--- src/rtl/trap_redirect_seq.sv ---
// Trap/mret redirect sequencer: flushes the pipe, stalls fetch, then issues a one-cycle PC redirect.
// Optional vectored interrupt targets are enabled with `define TRAP_VECTORED_EN.

`ifndef NO_E
`define NO_E 4'hF
`endif

module trap_redirect_seq #(
  parameter int unsigned FLUSH_CYCLES = 2,
  parameter int unsigned PC_W         = 32
) (
  input  logic            i_clk,
  input  logic            i_rst_n,
  input  logic            i_clk_en,
  input  logic [3:0]      i_exception_code_f_d_ff,
  input  logic [3:0]      i_exception_code_e_m_ff,
  input  logic            i_mret_e,
  input  logic            i_irq_ext,
  input  logic [PC_W-1:0] i_mtvec,
  input  logic [PC_W-1:0] i_mepc,
  input  logic [PC_W-1:0] i_mie,
  input  logic [PC_W-1:0] i_mstatus_lower,
  output logic            o_flush_f_d,
  output logic            o_flush_d_e,
  output logic            o_flush_e_m,
  output logic            o_stall_f,
  output logic            o_redirect_valid,
  output logic [PC_W-1:0] o_redirect_pc,
  output logic            o_trap_taken,
  output logic            o_irq_ack,
  output logic            o_busy
);

  typedef enum logic [1:0] {
    ST_IDLE     = 2'd0,
    ST_DRAIN    = 2'd1,
    ST_REDIRECT = 2'd2
  } state_t;

  localparam logic [3:0] CNT_LOAD = 4'(FLUSH_CYCLES - 1);

  state_t          state_r;
  logic [3:0]      cnt_r;
  logic [PC_W-1:0] target_r;
  logic            flush_f_d_r;
  logic            flush_d_e_r;
  logic            flush_e_m_r;
  logic            stall_f_r;
  logic            redirect_valid_r;
  logic [PC_W-1:0] redirect_pc_r;
  logic            trap_taken_r;
  logic            irq_ack_r;
  logic            busy_r;

  logic            exc_s;
  logic            mret_s;
  logic            irq_s;
  logic            event_s;
  logic [PC_W-1:0] base_s;
  logic [PC_W-1:0] target_next_s;
  logic            unused_s;

  assign unused_s = ^{i_mie, i_mstatus_lower, i_mtvec[1:0]};

  // Event decode with priority: exceptions, then mret, then the gated interrupt.
  always_comb begin
    exc_s         = 1'b0;
    mret_s        = 1'b0;
    irq_s         = 1'b0;
    event_s       = 1'b0;
    base_s        = {i_mtvec[PC_W-1:2], 2'b00};
    target_next_s = base_s;
    if ((i_exception_code_e_m_ff != `NO_E) || (i_exception_code_f_d_ff != `NO_E)) begin
      exc_s = 1'b1;
    end else if (i_mret_e) begin
      mret_s = 1'b1;
    end else begin
      irq_s = i_irq_ext & i_mie[11] & i_mstatus_lower[3];
    end
    event_s = exc_s | mret_s | irq_s;
    if (mret_s) begin
      target_next_s = i_mepc;
`ifdef TRAP_VECTORED_EN
    end else if (irq_s && (i_mtvec[1:0] == 2'b01)) begin
      // External interrupt cause 11, four bytes per vector slot.
      target_next_s = base_s + PC_W'(6'd44);
`endif
    end else begin
      target_next_s = base_s;
    end
  end

  // Sequencer FSM with all outputs registered; i_clk_en low freezes everything.
  always_ff @(posedge i_clk or negedge i_rst_n) begin
    if (!i_rst_n) begin
      state_r          <= ST_IDLE;
      cnt_r            <= 4'd0;
      target_r         <= '0;
      flush_f_d_r      <= 1'b0;
      flush_d_e_r      <= 1'b0;
      flush_e_m_r      <= 1'b0;
      stall_f_r        <= 1'b0;
      redirect_valid_r <= 1'b0;
      redirect_pc_r    <= '0;
      trap_taken_r     <= 1'b0;
      irq_ack_r        <= 1'b0;
      busy_r           <= 1'b0;
    end else if (i_clk_en) begin
      flush_f_d_r      <= 1'b0;
      flush_d_e_r      <= 1'b0;
      flush_e_m_r      <= 1'b0;
      stall_f_r        <= 1'b0;
      redirect_valid_r <= 1'b0;
      redirect_pc_r    <= '0;
      trap_taken_r     <= 1'b0;
      irq_ack_r        <= 1'b0;
      busy_r           <= 1'b0;
      case (state_r)
        ST_IDLE: begin
          if (event_s) begin
            state_r      <= ST_DRAIN;
            cnt_r        <= CNT_LOAD;
            target_r     <= target_next_s;
            flush_f_d_r  <= 1'b1;
            flush_d_e_r  <= 1'b1;
            flush_e_m_r  <= 1'b1;
            stall_f_r    <= 1'b1;
            busy_r       <= 1'b1;
            trap_taken_r <= exc_s | irq_s;
            irq_ack_r    <= irq_s;
          end else begin
            state_r <= ST_IDLE;
          end
        end
        ST_DRAIN: begin
          if (cnt_r == 4'd0) begin
            state_r          <= ST_REDIRECT;
            redirect_valid_r <= 1'b1;
            redirect_pc_r    <= target_r;
            busy_r           <= 1'b1;
          end else begin
            cnt_r       <= cnt_r - 4'd1;
            flush_f_d_r <= 1'b1;
            flush_d_e_r <= 1'b1;
            flush_e_m_r <= 1'b1;
            stall_f_r   <= 1'b1;
            busy_r      <= 1'b1;
          end
        end
        ST_REDIRECT: begin
          state_r <= ST_IDLE;
        end
        default: begin
          state_r <= ST_IDLE;
          cnt_r   <= 4'd0;
        end
      endcase
    end else begin
      state_r <= state_r;
    end
  end

  assign o_flush_f_d      = flush_f_d_r;
  assign o_flush_d_e      = flush_d_e_r;
  assign o_flush_e_m      = flush_e_m_r;
  assign o_stall_f        = stall_f_r;
  assign o_redirect_valid = redirect_valid_r;
  assign o_redirect_pc    = redirect_pc_r;
  assign o_trap_taken     = trap_taken_r;
  assign o_irq_ack        = irq_ack_r;
  assign o_busy           = busy_r;

`ifndef SYNTHESIS
  trap_redirect_seq_chk #(.PC_W(PC_W)) u_chk (
    .i_clk           (i_clk),
    .i_rst_n         (i_rst_n),
    .o_flush_f_d     (o_flush_f_d),
    .o_stall_f       (o_stall_f),
    .o_redirect_valid(o_redirect_valid),
    .o_redirect_pc   (o_redirect_pc),
    .o_trap_taken    (o_trap_taken),
    .o_irq_ack       (o_irq_ack),
    .o_busy          (o_busy)
  );
`endif

endmodule

// Output-relationship properties of the sequencer, kept apart from the datapath.
module trap_redirect_seq_chk #(
  parameter int unsigned PC_W = 32
) (
  input logic            i_clk,
  input logic            i_rst_n,
  input logic            o_flush_f_d,
  input logic            o_stall_f,
  input logic            o_redirect_valid,
  input logic [PC_W-1:0] o_redirect_pc,
  input logic            o_trap_taken,
  input logic            o_irq_ack,
  input logic            o_busy
);

  a_redirect_no_flush: assert property (@(posedge i_clk) disable iff (!i_rst_n)
    o_redirect_valid |-> (!o_flush_f_d && !o_stall_f));
  a_pc_zero_idle: assert property (@(posedge i_clk) disable iff (!i_rst_n)
    !o_redirect_valid |-> (o_redirect_pc == '0));
  a_ack_is_trap: assert property (@(posedge i_clk) disable iff (!i_rst_n)
    o_irq_ack |-> o_trap_taken);
  a_busy_cover: assert property (@(posedge i_clk) disable iff (!i_rst_n)
    (o_flush_f_d || o_redirect_valid) |-> o_busy);

endmodule

--- config.mk ---
export PLATFORM = sky130hd
export DESIGN_NAME = trap_redirect_seq
export DESIGN_NICKNAME = d
export VERILOG_FILES = /design/src/rtl/trap_redirect_seq.sv
export SDC_FILE = /design/constraint.sdc
export NUM_CORES = 1
export LEC_CHECK = 0
export ABC_AREA = 1
export CORE_AREA = 2 2 94 96
export CTS_CLUSTER_SIZE = 12
export DETAILED_ROUTE_END_ITERATION = 8
export DIE_AREA = 0 0 96 98
export MAX_ROUTING_LAYER = met4
export PLACE_DENSITY = 0.81
export SLEW_MARGIN = 15
export SYNTH_ARGS = -nofsm -noshare
export SYNTH_HDL_FRONTEND = slang
export SYNTH_SLANG_ARGS = --single-unit
--- constraint.sdc ---
create_clock -name i_clk -period 2.1 [get_ports i_clk]
set_input_delay 0.525 -clock i_clk [delete_from_list [all_inputs] [get_ports i_clk]]
set_output_delay 0.525 -clock i_clk [all_outputs]
set_load 0.05 [all_outputs]
==> Word-level counts from Yosys, hierarchy flattened <==
Cells that the tools add are included.
{ "word_totals": {"reg_bits": 75, "in_bits": 141, "out_inout_bits": 40, "word_cells": 53} }
{ "op_classes": {"add_sub_neg": 1, "eq_ne": 7, "muxes": 24, "bitwise": 6, "n_reduce_logical": 6} }
{ "op_table": {"columns": ["cell", "count"], "rows": [
  ["$mux 32", 3],
  ["$mux 1", 14],
  ["$pmux 4 s3", 1],
  ["$mux 4", 2],
  ["$ne 4x4->1 const B", 2],
  ["$ne 2x2->1 const B", 3],
  ["$logic_not 4->1", 1],
  ["$pmux 1 s2", 2],
  ["$pmux 2 s2", 1],
  ["$reduce_and 4->1", 1],
  ["$sub 4x1->4 const B", 1],
  ["$or 1x1->1", 3],
  ["$reduce_and 3->1", 1],
  ["$and 1x1->1", 2],
  ["$eq 2x1->1 const B", 1],
  ["$eq 2x2->1 const B", 1],
  ["$logic_not 2->1", 1],
  ["$mux 2", 1],
  ["$reduce_and 2->1", 1],
  ["$logic_or 1x1->1", 1],
  ["$not 1->1", 1]
]} }

==> Longest topological paths before layout <==
{ "depth": {"depth_word": 7, "mapped_depth": 9, "mapped_depth_nobuf": 8} }

==> Worst setup path before layout <==
OpenSTA, ideal clock, no wires.
{ "synth_timing": {"path_type": "reg2out", "start": "reg, netlist name o_stall_f", "end": "out o_flush_e_m", "t_arrival_ns": 0.941, "t_required_ns": 1.575, "slack_ns": 0.634, "stages_incl_launch_ff": 2, "n_path_buf": 1, "cell_sequence": "dfrtp_1 buf_4"} }
{ "synth_rtl": {"columns": ["element", "line", "rtl"], "rows": [
  ["end: declaration", "25", "output logic o_flush_e_m,"]
]} }

==> Final worst setup path <==
{ "layout_timing": {"start": "reg redirect_pc_r[2] (netlist: o_redirect_pc[2])", "end": "out o_redirect_pc[2]"} }
{ "layout_rtl": {"columns": ["element", "line", "rtl"], "rows": [
  ["start: declaration", "50", "logic [PC_W-1:0] redirect_pc_r;"],
  ["start signal: assignment", "139", "redirect_pc_r <= target_r;"],
  ["end: declaration", "28", "output logic [PC_W-1:0] o_redirect_pc,"]
]} }
No word-level cell between the ends.

==> flow_summary.ini <==
[sta]
rsz0062_at_grt = false
setup_viol = 0
tns_ns = 0
fmax_mhz = 489
post-route-period-util_pct = 97.5
finalClockSkew_ns = 0.0105
min_period_ns = 2.05
slew_violations = 0
worst_slack_ns = 0.0534
worst_pin_slew_ns = 0.619
hold_ws_ns = 0.195
finalHoldViolations = 0
maxSlewHeadroom_pct = 58.7

[grt]
globalRouteMet2Util_pct = 36.4
grt_util_met3_pct = 3.24
grt_use_met1_pct = 24.3
grt_start_max_net_pins = 50
grt.total_usage_pct = 20.8
gr-max-usage-layer = met2
grt_pass1_vias = 3320
grt-ovfl-total = 0
grt_pass1_wl_um = 15000
grt_antenna_before_repair = 0

[floorplan]
num_rows = 34
die_y_um = 98
core_area_sq_mm = 0.00847
die_x_um = 96
io_pins = 181
die-area_sq_mm = 0.00941
start_util_pct = 41.8

[placement]
dpl-instance-area_sq_mm = 0.00477
pre_cts_ws_ns = -0.0211
routabilityCongestion = 0.817
port_buffers = 116
dp_hpwl_um = 6230
dp.cells = 669

[synthesis]
yosysSeqAreaShare_pct = 53.0
synthMuxAreaShare_pct = 0
synth_warnings = 0
syn_area_sq_mm = 0.00354
syn-instance-count = 460
synth_fa_ha_area_share_pct = 0.353
synthXorXnorAreaFrac_pct = 0
yosys-top-cells-area = dfrtp_1 53%, nand2_1 29%, nand3_1 6.2%, buf_6 1.9%, buf_4 1.3%
synth_seq_cells = 75
synth-simple-area-share_pct = 39.2
avgSynthCellArea_sq_um = 7.70
yosysUniqueCellTypes = 21
synth_nets = 602
synth_compound_area_share_pct = 1.41
synth_top_family_by_area = simple AND/OR/NAND/NOR gates
yosys.area.top_type = dfrtp_1
synth_top_area_share_pct = 53.0

[clock_tree]
htreeDepth = 3
cts_sinks = 75
clock-root-buffer = clkbuf_8
postCtsHoldBufs = 0
clk_pin_slew_ns = 0.08
tritoncts = built
numCtsBuffers = 9
clk_latency_ns = 0.34
clockBufferDepth = 2

[power_and_ir_drop]
finalPower_mw = 6.07
p_per_area_mw_per_mm2 = 1210
p_leak_nw = 2.63
worst_ir_drop_vdd_uv = 672

[worst_setup_path]
timing.rr.end = state_r[1]$_DFFE_PN0P_
crit_slowest_cell = clkdlybuf4s50_1
ff2ff_setup_slack_ns = 0.42
worstPathMaxFanout = 2
r2r-start = cnt_r[0]$_DFFE_PN0P_
worstSetupPathType = flop to output pin
cp-start-kind = flop
max_stage_delay_ns = 0.81
cp_cell_sequence = clkdlybuf4s50_1
end_kind = output pin
cp_top_family = buffers and inverters
r2r_cells = 6
critPathRequiredTime_ns = 1.57
critPathBufInv = 1
arrival_ns = 1.52

[layout]
layout-drive-gt1-share_pct = 7.97
antenna_cells = 0
stdcell_count = 685
nets = 714
syn_to_final_growth_pct = 41.4
nFillCells = 761
final_util_pct = 59.2
fin_area_sq_mm = 0.00501

[outcome]
status = completed

[hold_path]
hold_class = input pin to async pin

[job]
cap_violations = 0

[routing]
wirelength_um = 8760
ant_nets = 0
drtIter0Drc = 118
viasPerCell = 4.78
vias = 3274
drt_pass1_iterations = 4
wl_per_cell_um = 12.8
drc = 0
-- flip-flops by register name, summed over array words and instances (netlist names) --
name / flops
cnt_r: 4
o_irq_ack: 1
o_stall_f: 1
o_trap_taken: 1
target_r: 32
o_redirect_valid: 1
state_r: 2
o_redirect_pc: 32
o_busy: 1
-- repair_timing --
item                                    4_1_cts  5_1_grt
buffers inserted                              0        0
gates resized for setup                       0        3
endpoints found under the hold margin         0        0
endpoints found under the setup margin        0        3
-- synthesized netlist by cell type --
library cell / count
clkbuf_1: 3
nor2_2: 1
nor3b_1: 1
nand3_2: 2
nor2_4: 3
nand3_1: 44
nand2_4: 1
inv_1: 5
o21ai_0: 4
dfrtp_1: 75
a21oi_1: 4
ha_1: 1
buf_6: 6
buf_2: 8
nand2_1: 274
buf_1: 2
o21ai_1: 2
inv_2: 6
buf_4: 6
nand4_4: 1
nor2_1: 11
-- cells in the final DEF, fill, tap and decap left out, types with 3 or more instances in the layout --
cell type        Yosys  routed
nor2_4               3       3
inv_1                5       5
buf_12               0       4
a21oi_1              4       4
nand3_1             44      44
dlymetal6s2s_1       0       3
nor2_1              11      11
buf_4                6      13
inv_2                6       6
clkbuf_8             0      11
dfrtp_1             75      75
o21ai_0              4       4
nand2_1            274     274
clkdlybuf4s50_1      0     106
-- kinds of logic (layout without fill, tap and decap cells) --
group | after synthesis | in the layout
compound gates | 10 | 10
fa+ha+maj | 1 | 1
buf+inv | 36 | 153
flops | 75 | 75
simple gates | 338 | 338
-- metal layers --
metal / wire (um) / vias up
li1: - / 1640
met1: 3670 / 1545
met2: 4630 / 78
met3: 338 / 11
met4: 129 / 0
met5: 0 / -
-- report_power, final --
part,internal (mW),total (mW),switching [mW]
clock,0.733,1.25,0.518
combinational,0.866,2.54,1.68
sequential,1.95,2.27,0.321
-- cell type report --
type / instances / area (sq um) / area share [%]
repair buffers: 126 / 1280 / 25.5
clock buffers: 12 / 155 / 3.10
inverters: 11 / 41.3 / 0.824
flip-flops and latches: 75 / 1880 / 37.5
multi-input cells: 349 / 1450 / 29.0
clock inverters: 4 / 72.6 / 1.45
well taps: 108 / 135 / 2.70
-- how the worst max path moves through the flow --
stage	start	end	slack, ns	cells past startpoint
6_report	o_redirect_pc[2]$_DFFE_PN0P_	o_redirect_pc[2]	0.05	1
5_1_grt	o_redirect_pc[25]$_DFFE_PN0P_	o_redirect_pc[25]	0.003	1
4_1_cts	o_redirect_pc[4]$_DFFE_PN0P_	o_redirect_pc[4]	0.02	1
3_5_place_dp	i_mstatus_lower[3]	target_r[6]$_DFFE_PN0P_	-0.02	7
3_3_place_gp	i_mstatus_lower[3]	target_r[6]$_DFFE_PN0P_	0.05	7
2_1_floorplan	o_stall_f$_DFFE_PN0P_	o_flush_e_m	0.63	1
(Power assumes the default switching activity.)
